**config.mk**
```make
export PLATFORM = sky130hd
export DESIGN_NAME = switch_bounce_gen
export DESIGN_NICKNAME = d
export VERILOG_FILES = /design/src/rtl/switch_bounce_gen.sv
export SDC_FILE = /design/constraint.sdc
export NUM_CORES = 1
export LEC_CHECK = 0
export CORE_MARGIN = 2
export CORE_UTILIZATION = 52
export CTS_BUF_LIST = sky130_fd_sc_hd__clkbuf_4 sky130_fd_sc_hd__clkbuf_8 sky130_fd_sc_hd__clkbuf_16
export CTS_CLUSTER_DIAMETER = 50
export CTS_CLUSTER_SIZE = 24
export DETAILED_ROUTE_END_ITERATION = 6
export PLACE_DENSITY_LB_ADDON = 0.1
export SYNTH_ARGS = -nofsm -noshare
export SYNTH_HDL_FRONTEND = slang
export SYNTH_SLANG_ARGS = --single-unit
```
**constraint.sdc**
```tcl
create_clock -name clk_i -period 1.68 [get_ports clk_i]
set_input_delay 0.252 -clock clk_i [delete_from_list [all_inputs] [get_ports clk_i]]
set_output_delay 0.252 -clock clk_i [all_outputs]
set_load 0.05 [all_outputs]
```
**src/rtl/switch_bounce_gen.sv**
```systemverilog
// switch_bounce_gen: mechanical-switch emulator for the debounce path.
// On a start command it toggles raw_sig_o for a requested number of slots,
// forces the requested settled level, holds it for HOLD_CYCLES cycles and
// then pulses done_o.
// Optional feature: define BOUNCE_RANDOM_GAP_EN to space the toggles by a
// pseudo-random 1..4 cycle gap taken from an 8-bit LFSR; otherwise toggles
// occur on consecutive cycles and no LFSR is built.
module switch_bounce_gen #(
  parameter int unsigned HOLD_CYCLES = 10,
  parameter int unsigned BOUNCE_W    = 4,
  parameter logic [7:0]  LFSR_SEED   = 8'hA5
) (
  input  logic                clk_i,
  input  logic                rst_ni,
  input  logic                start_i,
  input  logic                level_i,
  input  logic [BOUNCE_W-1:0] bounces_i,
  output logic                raw_sig_o,
  output logic                busy_o,
  output logic                done_o
);

  typedef enum logic [1:0] {
    ST_IDLE   = 2'd0,
    ST_BOUNCE = 2'd1,
    ST_HOLD   = 2'd2
  } state_e;

  // Hold counter start value: H-1 down to 0, one extra cycle for the done edge.
  localparam logic [15:0] HOLD_LAST = 16'(HOLD_CYCLES - 1);

  state_e              state_q, state_d;
  logic                raw_q, raw_d;
  logic                busy_q, busy_d;
  logic                done_q, done_d;
  logic                level_q, level_d;
  logic                entry_q, entry_d;   // first HOLD cycle still to be applied
  logic [BOUNCE_W-1:0] togg_q, togg_d;     // toggles still to emit
  logic [15:0]         hold_q, hold_d;
  logic                toggle_slot;        // current BOUNCE cycle emits a toggle

`ifdef BOUNCE_RANDOM_GAP_EN
  logic [7:0] lfsr_q, lfsr_d;
  logic [1:0] gap_q, gap_d;                // extra wait cycles before next toggle
  logic       lfsr_fb;

  // Fibonacci feedback for x^8+x^6+x^5+x^4+1.
  assign lfsr_fb     = lfsr_q[7] ^ lfsr_q[5] ^ lfsr_q[4] ^ lfsr_q[3];
  assign toggle_slot = (gap_q == 2'd0);

  // Gap countdown; the LFSR steps once per emitted toggle and seeds the next gap.
  always_comb begin
    lfsr_d = lfsr_q;
    gap_d  = gap_q;
    if (state_q == ST_IDLE && start_i) begin
      gap_d = lfsr_q[1:0];
    end else if (state_q == ST_BOUNCE) begin
      if (toggle_slot) begin
        lfsr_d = {lfsr_q[6:0], lfsr_fb};
        gap_d  = {lfsr_q[0], lfsr_fb};
      end else begin
        gap_d = gap_q - 2'd1;
      end
    end
  end

  // Gap state registers.
  always_ff @(posedge clk_i or negedge rst_ni) begin
    if (!rst_ni) begin
      lfsr_q <= LFSR_SEED;
      gap_q  <= 2'd0;
    end else begin
      lfsr_q <= lfsr_d;
      gap_q  <= gap_d;
    end
  end
`else
  assign toggle_slot = 1'b1;
`endif

  // Sequencer: next state, registered-output values and counters.
  always_comb begin
    // NOTE: every signal gets a default before the case so no path leaves
    // one unassigned, which would otherwise infer a latch.
    state_d = state_q;
    raw_d   = raw_q;
    busy_d  = busy_q;
    done_d  = 1'b0;
    level_d = level_q;
    entry_d = entry_q;
    togg_d  = togg_q;
    hold_d  = hold_q;

    unique case (state_q)
      ST_IDLE: begin
        busy_d = 1'b0;
        if (start_i) begin
          level_d = level_i;
          togg_d  = bounces_i;
          if (bounces_i != '0) begin
            state_d = ST_BOUNCE;
          end else begin
            state_d = ST_HOLD;
            entry_d = 1'b1;
          end
        end
      end

      ST_BOUNCE: begin
        busy_d = 1'b1;
        if (toggle_slot) begin
          raw_d  = ~raw_q;
          togg_d = togg_q - BOUNCE_W'(1);
          if (togg_q == BOUNCE_W'(1)) begin
            state_d = ST_HOLD;
            entry_d = 1'b1;
          end
        end
      end

      ST_HOLD: begin
        if (entry_q) begin
          // Level is forced regardless of toggle parity; an extra edge is fine.
          raw_d   = level_q;
          busy_d  = 1'b1;
          hold_d  = HOLD_LAST;
          entry_d = 1'b0;
        end else if (hold_q == 16'd0) begin
          done_d  = 1'b1;
          busy_d  = 1'b0;
          state_d = ST_IDLE;
        end else begin
          hold_d = hold_q - 16'd1;
        end
      end

      default: begin
        state_d = ST_IDLE;
      end
    endcase
  end

  // State and output registers; reset aborts any sequence without done_o.
  always_ff @(posedge clk_i or negedge rst_ni) begin
    if (!rst_ni) begin
      state_q <= ST_IDLE;
      raw_q   <= 1'b0;
      busy_q  <= 1'b0;
      done_q  <= 1'b0;
      level_q <= 1'b0;
      entry_q <= 1'b0;
      togg_q  <= '0;
      hold_q  <= 16'd0;
    end else begin
      // NOTE: non-blocking assignments so every flop samples pre-edge values.
      state_q <= state_d;
      raw_q   <= raw_d;
      busy_q  <= busy_d;
      done_q  <= done_d;
      level_q <= level_d;
      entry_q <= entry_d;
      togg_q  <= togg_d;
      hold_q  <= hold_d;
    end
  end

  assign raw_sig_o = raw_q;
  assign busy_o    = busy_q;
  assign done_o    = done_q;

endmodule

```
== Yosys cells after proc, flatten, opt, wreduce, memory -nomap -nowiden ==
Cells that the tools add are included.

* Add/sub/neg operators: 2
* Multiply operators: 0
* Divide/modulo/power cells: 0
* Order comparisons: 0
* Equality and inequality tests: 11
* Shift operators: 0
* Muxes and demuxes: 22
* Bitwise logic cells: 1
* Reduce and logical (&&, ||, !) cells: 13

{| class="wikitable"
|+ Operators with widths
! operator !! count
|-
| two-way mux 16 bit || 2
|-
| zero test 16 bit || 1
|-
| subtractor 16 x 1 -> 16 bit (second input constant) || 1
|-
| != test 2 bit (second input constant) || 7
|-
| two-way mux 2 bit || 5
|-
| AND reduction 2 bit || 5
|-
| two-way mux 1 bit || 9
|-
| case mux 4 bit (2 select lines) || 1
|-
| AND reduction 4 bit || 2
|-
| case mux 1 bit (3 select lines) || 2
|-
| case mux 2 bit (3 select lines) || 1
|-
| == test 4 x 1 -> 1 bit (second input constant) || 1
|-
| two-way mux 4 bit || 1
|-
| nonzero test 2 bit || 2
|-
| nonzero test 4 bit || 1
|-
| subtractor 4 x 1 -> 4 bit (second input constant) || 1
|-
| != test 3 bit (second input constant) || 1
|-
| nonzero test 3 bit || 1
|-
| == test 2 x 1 -> 1 bit (second input constant) || 1
|-
| == test 2 bit (second input constant) || 1
|-
| zero test 2 bit || 1
|-
| case mux 1 bit (2 select lines) || 1
|-
| inverter 1 bit || 1
|}

* Register bits after elaboration: 27
* Latch bits: 0
* Memory bits (writable): 0
* ROM bits: 0
* Input port bits: 8
* Output and inout bits: 3
* Word-level logic and storage cells: 57
* Memories: 0

== Longest topological paths before layout ==
Gate-level depths: netlist of the first run.

* Depth in word-level cells: 4
* Gate-level depth with buffers: 8
* Gate-level depth less buffers: 6

== Worst setup path after synthesis of the first run ==
No wires, ideal clock.

* Path kind: register to register
* Start: register hold_q[0]
* End: register hold_q[14]
* Setup time: 78 ps
* Arrival time: 1,745 ps
* Data required time: 1,602 ps
* Path slack: -143 ps
* Cell stages (with the launch flop): 8
* Path buffers: 1
* Period minus slack after synthesis: 1,823 ps
* Cell sequence: dfrtp_1 > inv_1 > ha_1 > nor3b_1 > buf_2 > nand3_1 > or4_1 > a21oi_1

* Word-level cells in the longest chain between the ends: 3
* Elaborated cells on any way between the ends: 6
* Classes of those cells: 1 x add/sub; 1 x eq/ne; 2 x mux; 2 x reduce/logical

{| class="wikitable"
|+ Ends and longest elaborated chain
! what !! RTL line !! text
|-
| from (decl) || 39 || <nowiki>logic [15:0] hold_q, hold_d;</nowiki>
|-
| from (signal assigned) || 163 || <nowiki>hold_q <= hold_d;</nowiki>
|-
| subtractor 16 x 1 -> 16 bit or zero test 16 bit (tied branches) || 133, 128 ||
|-
| two-way mux 16 bit or != test 2 bit (tied branches) || - ||
|-
| two-way mux 16 bit or AND reduction 2 bit (tied branches) || - ||
|}

Several ways; a longest one is shown, not always the timed one. The select of a mux whose other input is x is not followed.
A chain may end at the register's enable or synchronous reset.

== Worst setup path after layout of the first run ==
* Start: register hold_q[1]
* End: register hold_q[14]

The elaborated chain is that of the path after synthesis.

==> impl_metrics.ini, run 1 <==
[critical_path]
worstPathRequired_ps = 1920
r2r-start = hold_q[1]$_DFFE_PN0P_
cp.buffers_inverters = 3
crit_type = register to register
cp-end-kind = register
path_max_fanout = 6
reg2reg_depth = 8
cp.arrival_ps = 2000
critical-path-top-delay-family = flip-flops
crit_slowest_cell = dfrtp_1
startpoint_type = register
crit_top_cell = buf_6
cp_cell_sequence = inv_2 > ha_4 > nor3b_4 > buf_6 > nand3_4 > buf_6 > o31ai_1 > a21oi_2
cpPeakStageDelay_ps = 420
regToRegEndpoint = hold_q[14]$_DFFE_PN0P_
worst-r2r-setup-slack_ps = -80

[placed_design]
routabilityCongestion = 0.862
post-place-ws_ps = -109
dpl.hpwl_mm = 2.93
io_buffer_count = 10
dp.cells = 264

[clocking]
numClockSinks = 27
clockRootBuffer = clkbuf_4
tritoncts = built
clkTransAtPathRegs_ps = 160
htreeDepth = 1
cts_made_buffers = 3
cts.path.max_buffers = 2
postCtsHoldBufs = 0
insertion_delay_ps = 330

[sta]
setup_viol = 8
rsz0062_at_grt = true
setup_ws_ps = -81.0
period_needed_ps = 1760
report.final.slew_viol_count = 0
tns_ps = -244
skew_ps = 10.2
period_share_pct = 105
relSlewSlack_pct = 75.4
worstMarginPinSlew_ps = 366
finalHoldViolations = 0
fmaxAchievable_mhz = 568

[yosys]
syn-mean-instance-area_sq_um = 9.04
synth_most_common_cell = dfrtp_1
yosys_warnings = 0
synth.distinct_cells = 42
synth_top_area_share_pct = 40.8
yosys_most_used_dff = dfrtp_1
async_reset_ff_share_pct = 100
synth_fp_nets = 198
yosys-top-cells-area = dfrtp_1, ha_1, a21oi_1, inv_1, a31oi_1
synth-edff-count = 0
ys_seq_area_share_pct = 40.8
synth_area_leader_cell = dfrtp_1
ys_ff_latch = 27
syn-instance-count = 183
syn-cell-area_sq_um = 1650
ys_top_cells_by_count = dfrtp_1, inv_1, a21oi_1, nand2_1, nor2_1

[global_route]
overflow = 0
antenna_found_initial = 0
grt_usage_pct = 25.7
grt_start_max_net_pins = 28
grt_pass1_vias = 1649
grt_pass1_wl_mm = 7.17

[cells_and_area]
synthToLayoutAreaGrowth_pct = 42.6
seq_area_sq_um = 678
multi_input_area_sq_um = 1060
nets = 253
drive_gt1_share_pct = 40.9
antenna_cells = 0
fill_cells = 210
stdcell_count = 281

[power]
cellLeakagePower_nw = 1.05
power_density_nw_per_um2 = 2060
ir_drop_v = 0.00103
finalPower_w = 0.00486

[drt]
vias = 1699
drt.antenna.violating_nets = 0
drt-pass1-iter-count = 4
drc = 0
vias_per_cell = 6.05
drt-total-wl_mm = 4.69
wl_per_cell_um = 16.7
drtIter0Drc = 88

[die]
pin_count = 11
die_h_um = 60.4
dieArea_sq_um = 3650
core-area_sq_um = 3030
die_w_um = 60.4
start_util_pct = 54.6
rows = 20

[flow_run]
maxCapViolations = 0

[worst_hold_path]
hp-class = input pin to asynchronous set/reset pin

[outcome]
violations = setup timing
status = finished with violations
==> where the power goes <==
group          internal [W]  total [W]  leakage, nW  switching (W)
clock network     0.0000912   0.000298       0.0139       0.000207
registers          0.000917    0.00123        0.339       0.000316
logic               0.00160    0.00332        0.698        0.00172
total               0.00261    0.00486         1.05        0.00225
==> cell type report <==
| type | instances | share of cell area (%) |
|---|---|---|
| clock buffer | 3 | 0.955 |
| clock inverter | 1 | 0.318 |
| inverter | 15 | 2.39 |
| multi-input combinational | 133 | 45.1 |
| sequential | 27 | 28.8 |
| tap | 44 | 2.33 |
| timing repair buffer | 58 | 20.2 |
==> per-stage QoR <==
step	instance area [sq um]	hold slack, ps	util [%]
3_3_place_gp	2030	494	67.0
4_1_cts	2190	265	72.4
5_1_grt	2360	304	77.9
2_1_floorplan	1660	-43.6	-
3_5_place_dp	2030	509	67.0
6_report	2360	261	77.9
==> what timing repair did <==
item / 4_1_cts / 5_1_grt
resized for setup: 16 / 34
gates cloned: 1 / 0
hold endpoints to repair: 0 / 0
endpoints found under the setup margin: 17 / 20
setup buffers: 8 / 5
pin swaps: 2 / 13
==> worst max path at each step <==
stage | slack, ps | endpoint | cells after the start | start
5_1_grt | -160 | hold_q[14]$_DFFE_PN0P_ | 8 | hold_q[1]$_DFFE_PN0P_
3_5_place_dp | -110 | hold_q[12]$_DFFE_PN0P_ | 8 | hold_q[1]$_DFFE_PN0P_
3_3_place_gp | -80 | entry_q$_DFFE_PN0P_ | 5 | bounces_i[2]
4_1_cts | -70 | hold_q[14]$_DFFE_PN0P_ | 7 | hold_q[0]$_DFFE_PN0P_
6_report | -80 | hold_q[14]$_DFFE_PN0P_ | 8 | hold_q[1]$_DFFE_PN0P_
2_1_floorplan | -50 | hold_q[14]$_DFFE_PN0P_ | 7 | hold_q[0]$_DFFE_PN0P_
==> cells by family after synthesis <==
group                      after synthesis  synth area share (%)
buffers and inverters                   23                  5.90
AOI/OAI and AO/OA                       52                  20.3
DFF                                     27                  40.8
muxes                                    5                  3.18
and+or+nand+nor                         68                  23.9
adders and majority gates                7                  5.29
xor gates and xnor gates                 1                 0.530
==> registers in the layout, summed over array words and instances (netlist names) <==
register and count:
hold_q 16, togg_q 4, state_q 2, busy_o 1
done_o 1, entry_q 1, level_q 1, raw_sig_o 1
==> worst register-to-register path, stage by stage, from the launching register on <==
cell	delay [ps]
dfrtp_1	420
inv_2	90
ha_4	140
nor3b_4	250
buf_6	180
nand3_4	70
buf_6	140
o31ai_1	270
a21oi_2	90
==> per-layer routing <==
| layer | track usage, % | wire length (um) | vias to the layer above |
|---|---|---|---|
| met5 | 0 | 0 | - |
| met4 | 11.7 | 124 | 0 |
| met3 | 2.35 | 189 | 14 |
| met2 | 47.0 | 2510 | 46 |
| met1 | 30.2 | 1870 | 852 |
| li1 | - | - | 787 |
==> cell usage in the layout (no fill, tap or decap), types with 3 or more instances in the layout <==
| master | synthesis | layout |
|---|---|---|
| buf_4 | 0 | 45 |
| dfrtp_1 | 27 | 25 |
| nand2_1 | 13 | 13 |
| inv_1 | 15 | 11 |
| nor2_1 | 12 | 11 |
| a21oi_1 | 13 | 8 |
| o21ai_0 | 9 | 7 |
| a31oi_1 | 8 | 7 |
| clkdlybuf4s50_1 | 0 | 7 |
| nand4_1 | 6 | 6 |
| nor3_1 | 6 | 6 |
| buf_6 | 1 | 6 |
| nand3_1 | 9 | 5 |
| ha_1 | 7 | 5 |
| inv_2 | 0 | 4 |
| a21oi_2 | 0 | 4 |
| a41o_1 | 4 | 4 |
| o22ai_1 | 4 | 4 |
| nor2b_1 | 4 | 4 |
| o31ai_1 | 4 | 3 |
| nand3_2 | 0 | 3 |
| mux2i_1 | 3 | 3 |
| clkbuf_4 | 0 | 3 |
Note: power is estimated with default switching activity, not from simulation.
==> run 2: changes to the inputs <==
--- a/config.mk
+++ b/config.mk
@@ -5,13 +5,16 @@
 export SDC_FILE = /design/constraint.sdc
 export NUM_CORES = 1
 export LEC_CHECK = 0
+export CELL_PAD_IN_SITES_DETAIL_PLACEMENT = 1
+export CELL_PAD_IN_SITES_GLOBAL_PLACEMENT = 2
 export CORE_MARGIN = 2
-export CORE_UTILIZATION = 52
+export CORE_UTILIZATION = 33
 export CTS_BUF_LIST = sky130_fd_sc_hd__clkbuf_4 sky130_fd_sc_hd__clkbuf_8 sky130_fd_sc_hd__clkbuf_16
 export CTS_CLUSTER_DIAMETER = 50
 export CTS_CLUSTER_SIZE = 24
 export DETAILED_ROUTE_END_ITERATION = 6
 export PLACE_DENSITY_LB_ADDON = 0.1
+export RECOVER_POWER = 50
 export SYNTH_ARGS = -nofsm -noshare
 export SYNTH_HDL_FRONTEND = slang
 export SYNTH_SLANG_ARGS = --single-unit
==> impl_metrics.ini, run 2 (synthesized netlist as in run 1, its figures left out) <==
[clocking]
htreeDepth = 1
postCtsHoldBufs = 0
tritoncts = built
clockRootBuffer = clkbuf_8
numClockSinks = 27
clkTransAtPathRegs_ps = 100
cts.path.max_buffers = 2
insertion_delay_ps = 280
cts_made_buffers = 3

[cells_and_area]
antenna_cells = 0
top_register = hold_q
nets = 251
largest_reg_flops = 16
synthToLayoutAreaGrowth_pct = 39.7
final_area_sq_um = 2310
largestRegisters = hold_q x16, togg_q x4, state_q x2
seq_area_sq_um = 677
drive_gt1_share_pct = 35.3
final_cell_mix = buf_4, dfrtp_1, inv_1, nand2_1, nor2_1
multi_input_area_sq_um = 998
final_common_cell = buf_4
fill_cells = 563

[die]
start_util_pct = 34.6
core-area_sq_um = 4790
pin_count = 11
dieArea_sq_um = 5600
die_w_um = 74.8
die_h_um = 74.8
rows = 25

[critical_path]
path_max_fanout = 3
r2r-start = hold_q[1]$_DFFE_PN0P_
startpoint_type = register
cp-startpoint = hold_q[1]$_DFFE_PN0P_
regToRegEndpoint = hold_q[2]$_DFFE_PN0P_
reg2reg_depth = 8
crit_end = hold_q[2]$_DFFE_PN0P_
cp-end-kind = register
cp.depth = 8
worstPathRequired_ps = 1900
cp.arrival_ps = 2000
critical-path-top-delay-family = simple AND/OR/NAND/NOR gates
cp_cell_sequence = inv_2 > ha_4 > nor3b_4 > buf_4 > a41o_1 > buf_6 > or3_4 > a21oi_2
cpPeakStageDelay_ps = 390
cp.buffers_inverters = 3
crit_slowest_cell = dfrtp_1
worst-r2r-setup-slack_ps = -100
crit_type = register to register

[sta]
rsz0062_at_grt = true
whs_ps = 529
setup_viol = 7
setup_ws_ps = -103
fmaxAchievable_mhz = 561
report.final.slew_viol_count = 0
skew_ps = 6.00
relSlewSlack_pct = 52.3
period_share_pct = 106
worstMarginPinSlew_ps = 716
finalHoldViolations = 0
period_needed_ps = 1780

[drt]
drtIter0Drc = 61
vias = 1621
drt.antenna.violating_nets = 0
drt-total-wl_mm = 4.79
wl_per_cell_um = 15.8
drc = 0
vias_per_cell = 5.37
drt-pass1-iter-count = 4

[placed_design]
post-place-ws_ps = -264
io_buffer_count = 10
routabilityCongestion = 0.862
dpl.hpwl_mm = 3.64
place_area_sq_um = 2100

[power]
p_sw_share_pct = 45.2
ir_drop_v = 0.000764
power_density_nw_per_um2 = 2000
p_seq_share_pct = 26.3
comb_power_share_pct = 65.0
power.switching_w = 0.00209
pwr-share-clk_pct = 8.7
cellLeakagePower_nw = 1.05
power.internal_w = 0.00253

[outcome]
violations = setup timing
status = finished with violations

[global_route]
antenna_found_initial = 0
grt_start_max_net_pins = 28
grt_pass1_vias = 1723
overflow = 0
grt_pass1_wl_mm = 8.17
grt_usage_pct = 19.1

[flow_run]
maxCapViolations = 0

[worst_hold_path]
hp-class = register to register
-- run 2: cell types whose count changed in the layout (fill, tap and decap cells not counted), moves of 2 or more --
cell / before / now
clkbuf_8: 0 / 3
buf_6: 6 / 3
clkbuf_4: 3 / 1
a21oi_1: 8 / 10
inv_2: 4 / 2
inv_1: 11 / 13
-- run 2: per-stage QoR --
stage / setup TNS [ps] / util [%] / std cells / total power, W
2_1_floorplan: -48.4 / - / 183 / 0.00274
3_3_place_gp: -1190 / 43.9 / 293 / 0.00375
3_5_place_dp: -3180 / 43.9 / 293 / 0.00388
4_1_cts: -299 / 46.1 / 298 / 0.00444
5_1_grt: -1590 / 48.3 / 302 / 0.00501
6_report: -279 / 48.3 / 302 / 0.00463
-- run 2: worst min-delay path by stage --
stage / cells after the start / from / slack, ps / end
after global placement: 1 / level_q$_DFFE_PN0P_ / 490 / level_q$_DFFE_PN0P_
after global routing: 1 / level_q$_DFFE_PN0P_ / 550 / level_q$_DFFE_PN0P_
final: 1 / level_q$_DFFE_PN0P_ / 530 / level_q$_DFFE_PN0P_
after CTS: 2 / rst_ni / 350 / hold_q[3]$_DFFE_PN0P_
after floorplan: 0 / rst_ni / -40 / busy_o$_DFFE_PN0P_
after detailed placement: 1 / level_q$_DFFE_PN0P_ / 510 / level_q$_DFFE_PN0P_
-- run 2: power groups by stage --
stage | Clock [W] | Sequential (W) | Combinational [W]
2_1_floorplan | 0 | 0.00125 | 0.00150
3_5_place_dp | 0 | 0.00120 | 0.00268
4_1_cts | 0.000428 | 0.00121 | 0.00280
3_3_place_gp | 0 | 0.00118 | 0.00257
5_1_grt | 0.000453 | 0.00126 | 0.00330
6_report | 0.000404 | 0.00122 | 0.00300
-- run 2: repair_timing --
item | 4_1_cts | 5_1_grt
resized for setup | 11 | 19
pin swaps | 4 | 5
setup endpoints to repair | 20 | 20
buffers inserted | 1 | 5
-- run 2: worst reg2reg max path, cell delays in order, from the launching register on --
cell and delay, ps:
dfrtp_1 390, inv_2 60, ha_4 170, nor3b_4 150, buf_4 140, a41o_1 210
buf_6 130, or3_4 320, a21oi_2 140
-- run 2: per-layer routing --
metal  track usage [%]  vias up  wire [um]
met5                 0        -          0
met4              6.15        0         74
met3              3.35        9        106
met2              33.1       25       2420
met1              24.2      803       2180
li1                  -      784          -
-- run 2: cell type report --
cell class / instances / share of cell area (%)
Multi-Input combinational cell: 133 / 43.2
Timing Repair Buffer: 56 / 19.3
Sequential cell: 27 / 29.3
Tap cell: 67 / 3.63
Inverter: 15 / 2.44
Clock buffer: 4 / 2.11
==> run 3: changes to the inputs <==
--- a/config.mk
+++ b/config.mk
@@ -7,7 +7,7 @@
 export LEC_CHECK = 0
 export CELL_PAD_IN_SITES_DETAIL_PLACEMENT = 1
 export CELL_PAD_IN_SITES_GLOBAL_PLACEMENT = 2
-export CORE_MARGIN = 2
+export CORE_MARGIN = 3
 export CORE_UTILIZATION = 33
 export CTS_BUF_LIST = sky130_fd_sc_hd__clkbuf_4 sky130_fd_sc_hd__clkbuf_8 sky130_fd_sc_hd__clkbuf_16
 export CTS_CLUSTER_DIAMETER = 50
==> impl_metrics.ini, run 3 (synthesized netlist as in run 1, its figures left out) <==
[critical_path]
worst-r2r-setup-slack_ps = -130
cp.arrival_ps = 2030
startpoint_type = register
r2r-start = hold_q[0]$_DFFE_PN0P_
crit_type = register to register
worstPathRequired_ps = 1900
reg2reg_depth = 7
regToRegEndpoint = hold_q[14]$_DFFE_PN0P_
cp-end-kind = register
path_max_fanout = 5

[worst_hold_path]
min_from = level_q$_DFFE_PN0P_
hold-path-cell-count = 1
hp-class = register to register
worstHoldEndpoint = level_q$_DFFE_PN0P_

[sta]
report.final.slew_viol_count = 0
rsz0062_at_grt = true
relSlewSlack_pct = 52.4
period_share_pct = 108
whs_ps = 538
worstMarginPinSlew_ps = 715
setup_viol = 17
setup_ws_ps = -135
skew_ps = 3.62
finalHoldViolations = 0
period_needed_ps = 1810
fmaxAchievable_mhz = 551

[drt]
drc = 0
vias = 1724
drtIter0Drc = 61
drt.antenna.violating_nets = 0
drt-total-wl_mm = 5.73
drt-pass1-iter-count = 4
vias_per_cell = 5.49
wl_per_cell_um = 18.2

[placed_design]
dpl.hpwl_mm = 3.80
io_buffer_count = 10
dp.cells = 297
routabilityCongestion = 0.856
post-place-ws_ps = -228

[cells_and_area]
final_cell_mix = buf_4, dfrtp_1, nand2_1
synthToLayoutAreaGrowth_pct = 51.1
top_register = hold_q
largest_reg_flops = 16
post-route-util_pct = 52.2
largestRegisters = hold_q x16, togg_q x4, state_q x2
drive_gt1_share_pct = 44.1
antenna_cells = 0
nets = 263
stdcell_count = 314
final_common_cell = buf_4

[flow_run]
maxCapViolations = 0

[outcome]
violations = setup timing
status = finished with violations

[clocking]
cts.path.max_buffers = 2
clkTransAtPathRegs_ps = 100
htreeDepth = 1
numClockSinks = 27
insertion_delay_ps = 280
tritoncts = built
postCtsHoldBufs = 0
clockRootBuffer = clkbuf_8
cts_made_buffers = 3

[power]
ir_drop_v = 0.000758
cellLeakagePower_nw = 1.13
power_density_nw_per_um2 = 2030
finalPower_w = 0.00506

[die]
die_h_um = 76.8
die_w_um = 76.8
pin_count = 11
dieArea_sq_um = 5900
rows = 25
core-area_sq_um = 4790
start_util_pct = 34.6

[global_route]
grt_pass1_wl_mm = 8.80
overflow = 0
grt_usage_pct = 18.4
grt_pass1_vias = 1804
grt_start_max_net_pins = 28
antenna_found_initial = 0
[run 3: how the worst max path moves through the flow]
stage / start / to / slack (ps) / cells past startpoint
2_1_floorplan: hold_q[0]$_DFFE_PN0P_ / hold_q[14]$_DFFE_PN0P_ / -50 / 7
3_5_place_dp: bounces_i[2] / entry_q$_DFFE_PN0P_ / -230 / 5
3_3_place_gp: hold_q[0]$_DFFE_PN0P_ / state_q[0]$_DFFE_PN0P_ / -110 / 7
4_1_cts: hold_q[1]$_DFFE_PN0P_ / hold_q[14]$_DFFE_PN0P_ / -60 / 7
5_1_grt: hold_q[0]$_DFFE_PN0P_ / hold_q[14]$_DFFE_PN0P_ / -230 / 7
6_report: hold_q[0]$_DFFE_PN0P_ / hold_q[14]$_DFFE_PN0P_ / -130 / 7
[run 3: layout make-up]
class	instances	area, sq um
repair buffers	68	544
flip-flops and latches	27	676
multi-input cells	133	1090
clock buffers	3	41.3
well taps	67	83.8
clock inverters	1	5.00
inverters	15	56.3
fillers	565	2290
[run 3: stage by stage]
stage               setup TNS (ps)  instance area, sq um
floorplan                    -48.4                  1660
finish                        -754                  2500
detailed placement           -2070                  2130
global placement              -662                  2130
global route                 -2520                  2500
CTS                           -313                  2290
[run 3: per-layer routing]
metal  global-route usage [%]  wire [um]  vias up
li1                         -          -      807
met1                     22.5       2400      865
met2                     33.4       3010       36
met3                     2.35        135       16
met4                     5.62        176        0
met5                        0          0        -
[run 3: critical path, stage by stage, from the launching register on]
cell	delay (ps)
dfrtp_1	410
inv_2	100
ha_4	150
nor3b_4	300
buf_6	160
nand3_4	60
or4_4	430
a21oi_2	140
[run 3: where the power goes]
| part | total (W) | internal (W) | switching (W) |
|---|---|---|---|
| Sequential | 0.00122 | 0.000915 | 0.000301 |
| Combinational | 0.00345 | 0.00164 | 0.00181 |
| Clock | 0.000394 | 0.000167 | 0.000227 |
| Total | 0.00506 | 0.00272 | 0.00234 |
[run 3: what timing repair did]
action	4_1_cts	5_1_grt
buffers inserted	5	8
pin swaps	6	13
cloned	0	0
setup endpoints to repair	18	20
gates resized for setup	18	33
